File: src/rtl/serial_add_4b_if.sv
// Handshake and operand/result bundle for the bit-serial adder.
// master: start/A/B/CIN out, busy/done/SUM/COUT in; slave mirrors.
interface serial_add_4b_if #(
  parameter int WIDTH = 4
);
  logic             start;
  logic [WIDTH-1:0] A;
  logic [WIDTH-1:0] B;
  logic             CIN;
  logic             busy;
  logic             done;
  logic [WIDTH-1:0] SUM;
  logic             COUT;

  modport master (
    output start, A, B, CIN,
    input  busy, done, SUM, COUT
  );

  modport slave (
    input  start, A, B, CIN,
    output busy, done, SUM, COUT
  );
endinterface

File: src/rtl/serial_add_4b.sv
// Bit-serial WIDTH-bit adder: one full-adder cell plus carry flop, LSB first.
// Ports: clk, rst (sync, active-high), io (slave: start/A/B/CIN -> busy/done/SUM/COUT).
module serial_add_4b #(
  parameter int WIDTH = 4
) (
  input  logic         clk,
  input  logic         rst,
  serial_add_4b_if.slave io
);
  localparam int CW = $clog2(WIDTH);

  typedef enum logic [1:0] {
    IDLE = 2'd0,
    RUN  = 2'd1,
    DONE = 2'd2
  } state_t;

  state_t           state;
  state_t           nstate;
  logic [WIDTH-1:0] a_sh;
  logic [WIDTH-1:0] b_sh;
  logic [WIDTH-1:0] s_sh;
  logic [WIDTH-1:0] sum_q;
  logic             carry;
  logic             cout_q;
  logic [CW-1:0]    cnt;
  logic             accept;
  logic             last;
  logic             s;
  logic             c;

  always_comb begin
    s      = a_sh[0] ^ b_sh[0] ^ carry;
    c      = (a_sh[0] & b_sh[0]) |
             (a_sh[0] & carry) |
             (b_sh[0] & carry);
    last   = (state == RUN) &&
             (cnt == CW'(WIDTH - 1));
    // DONE accepts start too, giving back-to-back operation
    accept = io.start &&
             ((state == IDLE) || (state == DONE));
    nstate = state;
    unique case (state)
      IDLE:    if (io.start) nstate = RUN;
      RUN:     if (last) nstate = DONE;
      DONE:    nstate = io.start ? RUN : IDLE;
      default: nstate = IDLE;
    endcase
  end

  always_ff @(posedge clk) begin
    if (rst) begin
      state  <= IDLE;
      a_sh   <= '0;
      b_sh   <= '0;
      s_sh   <= '0;
      sum_q  <= '0;
      carry  <= 1'b0;
      cout_q <= 1'b0;
      cnt    <= '0;
    end else begin
      state <= nstate;
      if (accept) begin
        a_sh  <= io.A;
        b_sh  <= io.B;
        carry <= io.CIN;
        cnt   <= '0;
      end else if (state == RUN) begin
        a_sh  <= {1'b0, a_sh[WIDTH-1:1]};
        b_sh  <= {1'b0, b_sh[WIDTH-1:1]};
        s_sh  <= {s, s_sh[WIDTH-1:1]};
        carry <= c;
        cnt   <= cnt + CW'(1);
      end
      // result registers move only on the completion edge
      if (last) begin
        sum_q  <= {s, s_sh[WIDTH-1:1]};
        cout_q <= c;
      end
    end
  end

  assign io.busy = (state == RUN);
  assign io.done = (state == DONE);
  assign io.SUM  = sum_q;
  assign io.COUT = cout_q;
endmodule

File: src/flat_wrapper.sv
// flat-port wrapper written by rule: the top's interface ports become plain ports
module serial_add_4b_flat 
#(
  parameter int WIDTH = 4
)
  (clk, rst, io_start, io_A, io_B, io_CIN, io_busy, io_done, io_SUM, io_COUT);
  serial_add_4b_if #(.WIDTH(WIDTH)) io_i ();
  input  logic clk;
  input  logic rst;
  input wire logic [$bits(io_i.start)-1:0] io_start;
  input wire logic [$bits(io_i.A)-1:0] io_A;
  input wire logic [$bits(io_i.B)-1:0] io_B;
  input wire logic [$bits(io_i.CIN)-1:0] io_CIN;
  output wire logic [$bits(io_i.busy)-1:0] io_busy;
  output wire logic [$bits(io_i.done)-1:0] io_done;
  output wire logic [$bits(io_i.SUM)-1:0] io_SUM;
  output wire logic [$bits(io_i.COUT)-1:0] io_COUT;
  assign io_i.start = io_start;
  assign io_i.A = io_A;
  assign io_i.B = io_B;
  assign io_i.CIN = io_CIN;
  assign io_busy = io_i.busy;
  assign io_done = io_i.done;
  assign io_SUM = io_i.SUM;
  assign io_COUT = io_i.COUT;
  serial_add_4b #(.WIDTH(WIDTH)) u_core (.clk(clk), .rst(rst), .io(io_i));
endmodule
File: config.mk
export PLATFORM = sky130hd
export DESIGN_NAME = serial_add_4b_flat
export DESIGN_NICKNAME = d
export VERILOG_FILES = /design/src/rtl/serial_add_4b_if.sv /design/src/rtl/serial_add_4b.sv /design/src/flat_wrapper.sv
export SDC_FILE = /design/constraint.sdc
export NUM_CORES = 1
export LEC_CHECK = 0
export ABC_AREA = 0
export CAP_MARGIN = 20
export CORE_ASPECT_RATIO = 0.7
export CORE_MARGIN = 3
export CORE_UTILIZATION = 35
export CTS_CLUSTER_DIAMETER = 30
export CTS_CLUSTER_SIZE = 10
export DETAILED_ROUTE_END_ITERATION = 10
export PLACE_DENSITY = 0.66
export SLEW_MARGIN = 40
export SYNTH_ARGS = -nofsm -noshare
export SYNTH_HDL_FRONTEND = slang
export SYNTH_SLANG_ARGS = --single-unit
File: constraint.sdc
create_clock -name clk -period 1.4 [get_ports clk]
set_input_delay 0.35 -clock clk [delete_from_list [all_inputs] [get_ports clk]]
set_output_delay 0.35 -clock clk [all_outputs]
set_load 0.005 [all_outputs]
# == Yosys cells after proc, flatten, opt, wreduce, memory -nomap -nowiden ==
# Index checks and enable logic that the tools add are counted.
# word_totals
register_bits,22
latch_bits,0
ramBits,0
mem_bits_ro,0
in_bits,12
output_inout_bits,7
elab_cells,40
memories,0
# classes
n_addsub,1
n_mul,0
div,0
order_cmp,0
n_eq_ne,5
n_shift,0
muxes,10
bitwise_logic,8
reduce_logical,8
# op_table
cell,count
$mux W4,4
$pmux W2 S3,1
$eq A2 B2 Y1 const B,2
$mux W2,2
$reduce_and A2 Y1,2
$and A1 B1 Y1,3
$mux W1,3
$add A2 B1 Y2 const B,1
$eq A2 B1 Y1 const B,1
$logic_and A1 B1 Y1,2
$logic_not A2 Y1,1
$ne A2 B1 Y1 const B,1
$ne A2 B2 Y1 const B,1
$or A1 B1 Y1,2
$reduce_bool A2 Y1,1
$reduce_or A2 Y1,1
$xor A1 B1 Y1,2
$logic_or A1 B1 Y1,1
$not A1 Y1,1

# == Logic depth before layout (Yosys ltp) ==
# Gate-level depths: netlist of the first run.
# depth
ltp_word,5
depth_mapped,5
ltp_nobuf,4

# == Least setup slack after synthesis of the first run ==
# Ideal clock, no wire load.
# synth_timing
path_type,flip-flop to flip-flop
start,register u_core.carry
end,register u_core.carry
setup_ns,0.132
t_arrival_ns,0.965
required_ns,1.268
setup_slack_ns,0.303
path_stages_with_launch,4
n_path_buf,0
period_less_slack_ns,1.097
path_cell_list,dfxtp_1 > fa_1 > a22oi_1 > a21oi_1
# synth_between
elab_chain_cells,5
word_cells_on_any_way,6
classes_between,mux (2); bitwise (4)
# synth_lines
element,line_no,text
"start, declared",serial_add_4b.sv:24,logic carry;
"start signal, assigned",serial_add_4b.sv:66,carry <= io.CIN;
$and A1 B1 Y1,serial_add_4b.sv:35,(a_sh[0] & carry) |
$or A1 B1 Y1,serial_add_4b.sv:34,c = (a_sh[0] & b_sh[0]) |
$or A1 B1 Y1 (*),serial_add_4b.sv:35,
named net u_core.c,serial_add_4b.sv:30,logic c;
$mux W1 (*),serial_add_4b.sv:68,end else if (state == RUN) begin
$mux W1 (*),serial_add_4b.sv:63,if (accept) begin
# Mark *: on every way through the listed nets, which the timed path passes. The rest lies on a longest branch. The select of a mux whose other input is x is not followed.
# A chain may end at the register's enable or synchronous reset.

# == Worst setup path after layout of the first run ==
# layout_timing
start,register u_core.state[0]
end,output io_done
# layout_between
elab_chain_cells,1
# layout_lines
element,line_no,text
"start, declared",serial_add_4b.sv:18,state_t state;
"start signal, assigned",serial_add_4b.sv:62,state <= nstate;
$eq A2 B2 Y1,serial_add_4b.sv:84,assign io.done = (state == DONE);
"end, declared",flat_wrapper.sv:15,output wire logic [$bits(io_i.done)-1:0] io_done;
# No other way between the ends.

==> results of run 1 <==
-- timing repair --
action,4_1_cts,5_1_grt
endpoints found under the hold margin,0,0
gates resized for setup,20,2
setup buffers,3,0
endpoints found under the setup margin,8,6
-- registers in the layout, indices dropped and copies added, names as in the netlist --
register	cells
u_core.s_sh	3
u_core.io.SUM	4
u_core.cnt	2
u_core.a_sh	4
u_core.io.COUT	1
u_core.carry	1
u_core.state	2
u_core.b_sh	4
-- power by group through the flow --
stage,clock network [mW],logic (mW),registers [mW]
6_report,0.284,0.181,0.648
5_1_grt,0.321,0.202,0.651
4_1_cts,0.297,0.181,0.647
3_5_place_dp,0,0.178,0.660
3_3_place_gp,0,0.176,0.658
2_1_floorplan,0,0.116,0.655
-- routing by layer --
layer  share of wire, %  vias up  wire (um)
met5                  0        -          0
li1                   -      376          -
met2                 47       23        865
met1                 48      326        882
met3                5.4        2        100
met4               0.43        0          8
-- cell families after synthesis --
group,synth area share [%]
compound gates,15.0
xor+xnor,1.01
fa+ha+maj,3.76
buf+inv,5.78
flops,48.6
mux,3.47
simple gates,22.4
-- per-stage QoR --
stage	utilization, %	hold slack (ps)
after global placement	49.3	443
after floorplan	-	418
after detailed placement	49.3	448
final	51.3	455
after CTS	51.8	460
after global routing	51.3	478
-- worst max-delay path: cells and delay by family, from the launching register on --
| family | cells | cell delay (ps) |
|---|---|---|
| AND/OR/NAND/NOR | 1 | 170 |
| buffers and inverters | 1 | 120 |
| flip-flops | 1 | 390 |
-- final cells by class --
| cell class | instances | area share (%) |
|---|---|---|
| inverters | 1 | 0.326 |
| multi-input cells | 66 | 35.2 |
| clock buffers | 4 | 2.28 |
| repair buffers | 27 | 21.2 |
| flip-flops and latches | 21 | 37.5 |
| well taps | 32 | 3.48 |
-- cell usage in the layout, fill, tap and decap left out, types with 2 or more instances in the layout --
cell type	n
mux2i_1	3
clkdlybuf4s50_1	11
nand2_1	16
nor3_1	8
clkbuf_4	3
nand3_1	7
a311oi_2	3
o22ai_1	2
buf_4	8
dlygate4sd2_1	5
a21oi_1	10
dfxtp_2	6
nor2_1	5
dfxtp_1	14
a22oi_1	2
-- worst paths after layout --
path | to | slack [ps] | cells past startpoint
max | io_done | 70 | 2
min | u_core.io.SUM[2]$_SDFFE_PP0P_ | 450 | 2
max reg2reg | u_core.a_sh[2]$_SDFFE_PP0P_ | 190 | 5
min reg2reg | u_core.io.SUM[2]$_SDFFE_PP0P_ | 450 | 2
==> results_dict.tcl, run 1 <==
set metrics [dict create \
    fill_cells 236 \
    required_ps 1050 \
    tritoncts "done" \
    clock-root-buffer "clkbuf_4" \
    grt_max_degree 22 \
    synth_edf_count 0 \
    seq_area_sq_um 432 \
    vias 727 \
    grt_pass1_vias 632 \
    num_rows 14 \
    area_growth_pct 32.9 \
    vias_per_cell 4.81 \
    synth_seq_area_share_pct 48.6 \
    period_minus_slack_ps 1330 \
    hold_path_class "register to register" \
    ir_worst_vdd_mv 0.512 \
    totalWireLength_um 1860 \
    die_y_um 47.6 \
    setup_viol 0 \
    die_width_um 65.4 \
    dp_slack_ps -149 \
    power_frac_seq_pct 58.2 \
    p_sw_share_pct 25.3 \
    drive_gt1_share_pct 23.5 \
    h-tree-depth 1 \
    endpoint_kind "output port" \
    cts-buffers-inserted 3 \
    wl_per_cell_um 12.3 \
    crit_slowest_cell "dfxtp_4" \
    switchingPower_mw 0.281 \
    antenna_cells 0 \
    drc_errors 0 \
    finalHoldViolCount 0 \
    fmax_mhz 754 \
    design_area_sq_um 1150 \
    max-cap-violations 0 \
    leakagePower_nw 0.452 \
    ant_nets 0 \
    place.gp.congestion 0.750 \
    grt_usage_pct 13.2 \
    yosysTopAreaCell "dfxtp_1" \
    fin_nets 134 \
    worst_slack_ps 74.5 \
    synth.most_common_cell "dfxtp_1" \
    stdcell_count 151 \
    synth-main-ff-cell "dfxtp_1" \
    yosysUniqueCellTypes 24 \
    max_stage_delay_ps 390 \
    start_util_pct 38.6 \
    reg2reg_from "u_core.state[1]$_SDFFE_PP0P_" \
    timing.final.crit_share_pct 94.7 \
    crit_type "register to output port" \
    async_flop_share_pct 0 \
    skew_ps 6.37 \
    powerDensity_nw_per_um2 967 \
    syn-num-nets 109 \
    cp_cell_sequence "and2b_1 -> buf_2" \
    yosys-top-cells-area "dfxtp_1 49%, nand2_1 6.9%, a21oi_1 5.8%" \
    yosysWarnings 0 \
    drv_slew 0 \
    cp_max_fo 4 \
    overflow 0 \
    hold_buffers 0 \
    io_buffers 18 \
    hpwl_um 1280 \
    drt-initial-drc-count 37 \
    worst_skew_pair.late_latency_ps 300 \
    clockBufferDepth 2 \
    grt_antenna_before_repair 0 \
    grt_pass1_wl_um 3060 \
    clkTransAtPathRegs_ps 110 \
    internal_power_mw 0.832 \
    core_sq_um 2240 \
    status "complete, no violations" \
    hp-start "u_core.io.SUM[2]$_SDFFE_PP0P_" \
    worstMarginPinSlew_ps 256 \
    pwr-share-comb_pct 16.3 \
    yosys-top-cells-count "21 x dfxtp_1, 16 x nand2_1, 10 x a21oi_1" \
    power_mw 1.11 \
    arrival_ps 980 \
    place_area_sq_um 1100 \
    synth_cells 95 \
    clock-sinks 21 \
    dr.pass1.iters 4 \
    power.clock.fraction_pct 25.5 \
    synth_top_area_share_pct 48.6 \
    fin_setup_tns_ps 0 \
    rsz0062_at_grt "no" \
    met2_usage_pct 20.3 \
    relSlewSlack_pct 83.0 \
    worstSetupStartpoint "u_core.state[0]$_SDFFE_PP0P_" \
    pin_count 19 \
    start_kind "register" \
    avgSynthCellArea_sq_um 9.11 \
    use_met1_pct 18.6 \
    die-area_sq_um 3120 \
    post_synth_instance_area_sq_um 866 \
    ys_ff_latch 21 \
    multi_input_area_sq_um 405 \
    placed_cells 145 \
    grt-busiest-layer "met2" \
    grtUsageMet3_pct 4.93 \
]
Power figures use the tool's default switching activity.
==> run 2: changes to the inputs <==
--- a/config.mk
+++ b/config.mk
@@ -10,7 +10,6 @@
 export CORE_ASPECT_RATIO = 0.7
 export CORE_MARGIN = 3
 export CORE_UTILIZATION = 35
-export CTS_CLUSTER_DIAMETER = 30
 export CTS_CLUSTER_SIZE = 10
 export DETAILED_ROUTE_END_ITERATION = 10
 export PLACE_DENSITY = 0.66
==> results of run 2 <==
Final layout, timing and power as in run 1 (identical DEF).
==> run 3: changes to the inputs <==
--- a/config.mk
+++ b/config.mk
@@ -10,7 +10,6 @@
 export CORE_ASPECT_RATIO = 0.7
 export CORE_MARGIN = 3
 export CORE_UTILIZATION = 35
-export CTS_CLUSTER_SIZE = 10
 export DETAILED_ROUTE_END_ITERATION = 10
 export PLACE_DENSITY = 0.66
 export SLEW_MARGIN = 40
==> results of run 3 <==
Final layout, timing and power as in run 1 (identical DEF).
